<file path="config.mk">
export PLATFORM = sky130hd
export DESIGN_NAME = dp_regfile_param
export DESIGN_NICKNAME = d
export VERILOG_FILES = /design/src/rtl/dp_regfile_param.sv
export SDC_FILE = /design/constraint.sdc
export NUM_CORES = 1
export LEC_CHECK = 0
export ABC_AREA = 1
export BUFFER_PORTS_ARGS = -buffer_cell sky130_fd_sc_hd__buf_2
export CORE_ASPECT_RATIO = 2
export CORE_MARGIN = 2
export CORE_UTILIZATION = 50
export DETAILED_ROUTE_END_ITERATION = 8
export MAX_ROUTING_LAYER = met4
export PLACE_DENSITY = 0.74
export SYNTH_ARGS = -nofsm -noshare
export SYNTH_HDL_FRONTEND = slang
export SYNTH_SLANG_ARGS = --single-unit
</file>
<file path="constraint.sdc">
create_clock -name clk -period 2.55 [get_ports clk]
set_input_delay 0.255 -clock clk [delete_from_list [all_inputs] [get_ports clk]]
set_output_delay 0.255 -clock clk [all_outputs]
set_load 0.01 [all_outputs]
</file>
<file path="src/rtl/dp_regfile_param.sv">
// Parametrised 1W/1R register file with a hardware clear sequencer, write-first bypass
// and 1- or 2-cycle registered reads. Define RF_DUMP_EN to print the array on posedge hlt.
module dp_regfile_param #(
  parameter int DATA_W    = 16,
  parameter int ADDR_W    = 4,
  parameter int ZERO_REG0 = 1,
  parameter int READ_LAT  = 1
) (
  input  logic              clk,
  input  logic              rst_n,
  input  logic              clr,
  input  logic              we,
  input  logic [ADDR_W-1:0] waddr,
  input  logic [DATA_W-1:0] wdata,
  input  logic              re,
  input  logic [ADDR_W-1:0] raddr,
  output logic [DATA_W-1:0] rdata,
  output logic              rvalid,
  output logic              init_busy,
  input  logic              hlt
);

  localparam int DEPTH = 1 << ADDR_W;

  if (READ_LAT != 1 && READ_LAT != 2) begin : g_bad_lat
    $error("dp_regfile_param: READ_LAT must be 1 or 2, got %0d", READ_LAT);
  end

  typedef enum logic {CLEAR = 1'b0, READY = 1'b1} state_t;

  state_t            state, state_nxt;
  logic [ADDR_W-1:0] ptr;
  logic [DATA_W-1:0] mem [DEPTH];
  logic              ready;
  logic              wr_drop;
  logic              rd_zero;
  logic [DATA_W-1:0] rd_word;
  logic [DATA_W-1:0] s1_data;
  logic              s1_valid;

  assign ready     = (state == READY);
  assign init_busy = (state == CLEAR);
  assign wr_drop   = (ZERO_REG0 != 0) && (waddr == '0);
  assign rd_zero   = (ZERO_REG0 != 0) && (raddr == '0);

  always_ff @(posedge clk or negedge rst_n) begin
    if (!rst_n) begin
      state <= CLEAR;
      ptr   <= '0;
    end else begin
      state <= state_nxt;
      if (!ready)
        ptr <= ptr + 1'b1;
      else if (clr)
        ptr <= '0;
    end
  end

  always_comb begin
    state_nxt = state;
    case (state)
      CLEAR:   if (ptr == '1) state_nxt = READY;
      READY:   if (clr)       state_nxt = CLEAR;
      default: state_nxt = CLEAR;
    endcase
  end

  // Array has no reset; the clear sequencer is the only way it gets zeroed.
  always_ff @(posedge clk) begin
    if (!ready)
      mem[ptr] <= '0;
    else if (we && !wr_drop)
      mem[waddr] <= wdata;
  end

  always_comb begin
    rd_word = mem[raddr];
    if (rd_zero)
      rd_word = '0;
    else if (we && (waddr == raddr))
      rd_word = wdata;
  end

  always_ff @(posedge clk or negedge rst_n) begin
    if (!rst_n) begin
      s1_data  <= '0;
      s1_valid <= 1'b0;
    end else begin
      s1_valid <= ready && re;
      if (ready && re)
        s1_data <= rd_word;
    end
  end

  // Second stage keeps draining during CLEAR so reads issued before a clr still complete.
  if (READ_LAT == 2) begin : g_lat2
    logic [DATA_W-1:0] s2_data;
    logic              s2_valid;

    always_ff @(posedge clk or negedge rst_n) begin
      if (!rst_n) begin
        s2_data  <= '0;
        s2_valid <= 1'b0;
      end else begin
        s2_valid <= s1_valid;
        if (s1_valid)
          s2_data <= s1_data;
      end
    end

    assign rdata  = s2_data;
    assign rvalid = s2_valid;
  end else begin : g_lat1
    assign rdata  = s1_data;
    assign rvalid = s1_valid;
  end

`ifdef RF_DUMP_EN
  always @(posedge hlt) begin
    for (int i = (ZERO_REG0 != 0) ? 1 : 0; i < DEPTH; i++)
      $display("R%0h = %h", i, mem[i]);
  end
`else
  logic unused_hlt;
  assign unused_hlt = hlt;
`endif

endmodule
</file>
# --- After elaboration in Yosys (flattened, before gate mapping) ---
# Memory sizes are Yosys's and may differ from the RTL's.
# Cells that the tools add are included.
classes:
  n_mux: 14
  eq_ne: 3
  bitwise: 1
  n_addsub: 1
  n_reduce_logical: 7
op_table:
  columns: ["cell", "n"]
  rows:
  - ["$mux W16", 3]
  - ["$reduce_or A16 Y1", 1]
  - ["$mux W4", 3]
  - ["$logic_not A4 Y1", 2]
  - ["$mux W1", 7]
  - ["$add A4 B1 Y4 const B", 1]
  - ["$eq A4 B4 Y1", 1]
  - ["$eq A4 B4 Y1 const B", 1]
  - ["$logic_and A1 B1 Y1", 3]
  - ["$ne A2 B2 Y1 const B", 1]
  - ["$pmux W1 S2", 1]
  - ["$logic_not A1 Y1", 1]
  - ["$not A1 Y1", 1]
totals:
  mem_bits_rw: 256
  mem_count: 1
  input_bits: 30
  elab_cells: 31
  output_inout_bits: 18
  register_bits: 22
memory_table:
  columns: ["memory", "words", "width", "read_ports", "rd_ports_with_merged_regs", "write_ports", "line_no", "source"]
  rows:
  - ["mem", 16, 16, 1, 0, 1, "33", "logic [DATA_W-1:0] mem [DEPTH];"]

# --- Logic depth before layout (Yosys ltp) ---
# Gate-level depths: netlist of the first run.
depth:
  ltp_word: 8
  mapped_depth: 12
  depth_no_buf: 10

# --- Worst setup path after synthesis of the first run ---
# OpenSTA, ideal clock, no wires.
synth_path:
  path_kind: "in2reg"
  startpoint: "in waddr[2]"
  endpoint: "mem mem[6][0] (enable)"
  setup_time_ps: 388
  arrival_time_ps: 1707
  slack_ps: 454
  required_ps: 2162
  stages: 8
  path_cell_list: "inv_1 > nand4_4 > nand3_2 > buf_4 > nand2_1 > nand2_1 > nand2_1 > nor2_1"
synth_between:
  elab_chain_len: 8
  elab_cells_between_ends: 9
  cone_classes: "mux (5); reduce/logical (4)"
synth_lines:
  columns: ["item", "line_no", "source"]
  rows:
  - ["start: declaration", "13", "input logic [ADDR_W-1:0] waddr,"]
  - ["$logic_not A4 Y1", "43", "assign wr_drop = (ZERO_REG0 != 0) && (waddr == '0);"]
  - ["$logic_not A1 Y1", "72", "else if (we && !wr_drop)"]
  - ["$logic_and A1 B1 Y1", "72", null]
  - ["$mux W1", "72", null]
  - ["$mux W1", "70", "if (!ready)"]
  - ["$mux W1 (implied by the code)", "73", "mem[waddr] <= wdata;"]
  - ["$reduce_or A16 Y1 (no source line)", null, null]
  - ["$mux W4 (no source line) or $mux W1 (tied branches)", null, null]
  - ["end: declaration", "33", null]
# Several ways; a longest one is shown, not always the timed one.

# --- Worst setup path in the final report of the first run ---
layout_path:
  startpoint: "reg state (netlist: ready)"
  endpoint: "mem mem[10][1], data pin"
layout_between:
  elab_chain_len: 4
layout_lines:
  columns: ["item", "line_no", "source"]
  rows:
  - ["start: declaration", "31", "state_t state, state_nxt;"]
  - ["start signal: assignment", "51", "state <= state_nxt;"]
  - ["$mux W1", "70", null]
  - ["$mux W1 (implied by the code)", "73", null]
  - ["$reduce_or A16 Y1 (no source line)", null, null]
  - ["$mux W16 (no source line)", null, null]
# Every way passes these cells.

==> metrics, run 1 <==
Pre-antenna DRT Iters=8; first-pass GRT wire length=43.4 mm; Layout Skew=0.00955 ns; Mapped Area=approximately 12,000 sq um; critical path's slowest cell=nor2_1; Rel. slew slack=22.9%; CP startpoint=ready; final instance area=13,400 sq um; critical path capture point type=flop; Net Switching=3.68 mW; Worst-path clk slew=approximately 0.070 ns; Fill cells=between 1.5k and 2k; Post-Syn Nets=1,223; area delta synth->final=11.0%; Pleak=5.81 nW; prevailing post-synth register cell=edfxtp_1; Initial DRC Count=665; CTS tree=built; post-CTS setup buffers=0; Cell Count, Final, Fillers Out=around 1.5k; DP Wirelength=18.0 mm; FF-to-FF Start=ready; # IOs=between 40 and 50; Yosys warnings=0; Sequential Power Share=52.1%; CTS sink count=278; kind of critical path=flop to flop; drt wl/cell=roughly 18 um; hold path start=clr; Critical Path AT=approximately 2 ns; Die X-Extent=114 um; worst hold slack=0.0564 ns; Min-Delay Path Class=primary input to flop; vias per cell=5.41; Startpoint Class=flop; RSZ-0062 raised after global routing=false; Final period util=73.9%; TritonCTS Buffers=22; fin crit period=1.89 ns; status=completed; Gate power share=21.2%; GRT Util Overall=a little under a quarter; row count=80; htree depth=1; number of flops mapped to enable cells by yosys=256; Worst-Skew Late Latency=0.52 ns; die height=224 um; power per cell area=936 nW/um^2; drt drc=0; Synth Instances=about 1.2k; endpoints failing hold=0; total core area=23,800 sq um; setup TNS=0 ns; root buf cell=clkbuf_16; most frequent cells in the layout=438 x nand2_1, 256 x edfxtp_1, 152 x nand3_1; fin nets=1,274; multi-input logic area=approximately 3100 sq um; via count=8,364; area of the die=around 26,000 sq um; I/O Buffers=46; storage element area=8240 sq um; Net Sw Frac=29.2%; Worst IR Drop VDD=slightly above 400 uV; ys async rst share=7.91%; internal power=8.90 mW; number of global-route vias before repair=around 8.3k; final setup violation count=0; Mean Syn Cell Area=10.2 sq um; worst-margin pin slew=1.15 ns; number of synthesized register bits=roughly 280; f_max=between 500 and 600 MHz; Clock Power Share=a little over a quarter; Required @ worst endpoint=2.70 ns; placed standard-cell area=12,700 sq um; sequential area share after synthesis=68.0%; critical path's largest stage delay=between 0.8 and 0.9 ns; Pins Over Slew Limit=0; Antenna Nets Post-Route=0; Critical Path Fanout Max=16; gr ovfl total=0; crit-path cells=nand3_2 > buf_4 > nor2_1; pin count of the biggest net entering global routing=between 100 and 150; Initial Util=between 50% and 60%; Netlist cell types=25; detailed-route wire length=28.2 mm; share of cells above drive strength 1=between 10 and 15%; maximum root-to-sink buffer count=3; total of max-cap violations=0; most common cell after layout, fill and taps aside=nand2_1; gp weighted congestion=0.936; placed cell count=1,505; initial antenna violation count=2
## power by group through the flow
stage / Sequential (mW) / Clock (mW) / Combinational, mW
after detailed placement: 6.64 / 0 / 2.65
after global routing: 6.63 / 3.57 / 2.95
after floorplan: 6.64 / 0 / 1.58
final: 6.55 / 3.37 / 2.66
after global placement: 6.61 / 0 / 2.58
after CTS: 6.55 / 3.41 / 2.67
## sequential cells by signal, summed over array words and instances (netlist names)
register,flops
mem,256
rdata,16
ptr,4
ready,1
rvalid,1
## synthesized netlist by cell type (4+ instances only)
library cell  instances  area [sq um]
nand4_1               7          43.8
o21ai_0              19          95.1
clkbuf_1             10          37.5
buf_6                 4          45.0
nand2_1             438          1640
inv_2                 7          26.3
inv_1               121           454
buf_4                16           120
buf_2                23           115
nor2_1               83           312
edfxtp_1            256          7690
buf_1                 5          18.8
a21oi_1              17          85.1
nand3_1             152           761
dfrtp_1              22           551
## layout make-up
cell class	count	share of cell area, %
Clock inverter	12	1.11
Tap cell	287	2.67
Timing Repair Buffer	85	4.39
Antenna cell	2	0.0372
Sequential cell	278	61.3
Multi-Input combinational cell	727	22.7
Inverter	129	3.63
Clock buffer	25	4.18
## critical path, delay by kind of cell (launching register included)
family / cells / cell delay (ns)
buffers and inverters: 1 / 0.19
DFF: 1 / 0.37
and+or+nand+nor: 2 / 0.96
## logic make-up after synthesis
| kind of cell | synth area share (%) |
|---|---|
| AOI/OAI and AO/OA | 1.66 |
| and+or+nand+nor | 23.4 |
| DFF | 68.0 |
| adders and majority gates | 0.103 |
| buffers and inverters | 6.80 |
## final timing paths
check                              to  slack [ns]  cells after the start
max                        mem[10][1]        0.66                      3
min                            ptr[2]        0.06                      4
max reg2reg                mem[10][1]        0.66                      3
min reg2reg                 rdata[10]        0.48                      2
max in group asynchronous    rdata[8]        1.92                      2
min in group asynchronous   rdata[13]        0.25                      2
## layer usage
metal	part of all wire, %	vias to the layer above	global-route usage [%]
met1	35	3975	23.7
met3	5.2	101	2.49
met2	55	297	42.2
met4	5.6	0	12.9
li1	-	3991	-
met5	0	-	-
## metrics by stage
| stage | power (mW) | worst slack [ns] | utilization [%] |
|---|---|---|---|
| finish | 12.6 | 0.665 | 56.4 |
| global route | 13.2 | 0.514 | 56.4 |
| CTS | 12.6 | 0.716 | 56.4 |
| detailed placement | 9.29 | 0.489 | 53.4 |
| global placement | 9.19 | 0.594 | 53.4 |
| floorplan | 8.22 | 0.454 | - |
## what timing repair did
item	CTS	global route
gates resized for setup	0	0
endpoints found under the hold margin	22	0
hold buffers	1	0
No activity file was read; power rests on OpenSTA's default activity.
==> run 2, diff against run 1 <==
==> constraint.sdc (replaced) <==
create_clock -name clk -period 1.9 [get_ports clk]
set_input_delay 0.19 -clock clk [delete_from_list [all_inputs] [get_ports clk]]
set_output_delay 0.19 -clock clk [all_outputs]
set_load 0.01 [all_outputs]
==> metrics, run 2 (same netlist as run 1, synthesis figures left out) <==
number of global-route vias before repair=8,394 (+1.7%); RSZ-0062 raised after global routing=true; first-pass GRT wire length=45.9 mm (+5.6%); Initial Util=50.8% (unchanged); share of cells above drive strength 1=12.7% (+2.5 points); # IOs=48 (unchanged); pin count of the biggest net entering global routing=104 (-20%); Critical Path Fanout Max=16 (unchanged); drt wl/cell=19.4 um (+6.1%); Die X-Extent=114 um (unchanged); initial antenna violation count=0 (-2); maximum root-to-sink buffer count=3 (unchanged); final instance area=13,900 sq um (+3.1%); total power=17.6 mW (+40%); Worst-path clk slew=0.07 ns (about the same); drt drc=0 (unchanged); die height=224 um (unchanged); critical path capture point type=flop; kind of critical path=flop to flop; Min-Delay Path Class=primary input to flop; Critical Path AT=2.11 ns (+0.07 ns); Pins Over Slew Limit=0 (unchanged); I/O Buffers=46 (unchanged); gr ovfl total=0 (unchanged); Diodes inserted=0 (-2); DP Wirelength=19.3 mm (+7.2%); row count=80 (unchanged); Initial DRC Count=816 (+23%); fin crit period=1.86 ns (-0.0221 ns); area delta synth->final=14.5%; total of max-cap violations=0 (unchanged); gp weighted congestion=0.919 (-1.8%); Required @ worst endpoint=2.14 ns (-0.56 ns); CTS tree=built; CTS sink count=278 (unchanged); Antenna Nets Post-Route=0 (unchanged); endpoints failing hold=0 (unchanged); Startpoint Class=flop; power per cell area=1270 nW/um^2 (+36%); detailed-route wire length=30.3 mm (+7.6%); worst hold slack=0.00544 ns (-0.0509 ns); setup TNS=0 ns (unchanged); max FFs per register=256 (unchanged); htree depth=1 (unchanged); fin nets=1,295 (+1.6%); most common cell after layout, fill and taps aside=nand2_1; f_max=537 MHz (+1.2%); area of the die=25,600 sq um (unchanged); Worst IR Drop VDD=660 uV (+61%); root buf cell=clkbuf_16; Final period util=98.1% (+24 points); Pleak=5.98 nW (+2.9%); placed standard-cell area=13,100 sq um (+2.8%); Largest Register=mem; Pre-antenna DRT Iters=5 (-3); Rel. slew slack=24.8% (+2.0 points); most frequent cells in the layout=438 x nand2_1, 256 x edfxtp_1, 152 x nand3_1; TritonCTS Buffers=23 (+4.5%); via count=8,493 (+1.5%); status=completed; GRT Util Overall=24.8% (+1.7 points); final setup violation count=0 (unchanged); Worst-Skew Late Latency=0.54 ns (+0.02 ns); worst-margin pin slew=1.12 ns (-0.0292 ns); total core area=23,800 sq um (unchanged); Layout Skew=0.0194 ns (+0.00984 ns); Fill cells=1,874 (-1.5%); vias per cell=5.42 (+0.12%)
run 2: layout make-up:
cell class	instances	area, sq um	area share, %
multi-input cells	727	3080	22.2
inverters	129	488	3.52
clock buffers	27	591	4.26
repair buffers	105	956	6.90
flip-flops and latches	278	8240	59.4
well taps	287	359	2.59
clock inverters	14	153	1.10
run 2: layer usage:
layer,up-vias,GRT usage [%],share of wire [%]
met3,113,2.35,5.1
met5,-,-,0
met2,333,44.5,55
li1,4041,-,-
met1,4006,24.9,33
met4,0,16.9,7.3
run 2: repair_timing:
item                       4_1_cts  5_1_grt
gates resized for setup          0        9
setup endpoints to repair        0      219
hold buffers                     2        0
hold endpoints to repair        23        0
setup buffers                    0        0
run 2: path summary, 6_finish.rpt:
check                          start   endpoint  slack, ns  cells after the start
setup / recovery               ready  mem[2][3]       0.04                      9
hold / removal             wdata[14]  rdata[14]      0.005                      5
setup reg to reg               ready  mem[2][3]       0.04                      9
hold reg to reg            rdata[12]  rdata[12]       0.48                      2
max in group asynchronous      rst_n   rdata[9]       1.24                      2
min in group asynchronous      rst_n  rdata[13]       0.23                      2
run 2: report_power, final:
group          internal [mW]  leakage [nW]  switching [mW]
logic                   1.31          2.98            2.72
clock network           2.65         0.368            2.13
registers               8.39          2.63           0.394
total                   12.4          5.98            5.25
run 2: critical path, stage by stage (launching register included):
cell and delay, ns:
dfrtp_1 0.37, nand3_2 0.10, buf_12 0.16, buf_4 0.15
nand2_1 0.06, nand2_1 0.08, inv_1 0.08, nand2_1 0.15
nor2_2 0.21, buf_12 0.19
run 2: stage by stage:
step	setup WS, ns	util [%]	cells
global placement	-0.0128	54.9	1524
global route	-0.0922	58.2	1567
floorplan	-0.192	-	1192
CTS	0.0447	58.1	1567
finish	0.0370	58.2	1567
detailed placement	-0.0463	54.9	1524
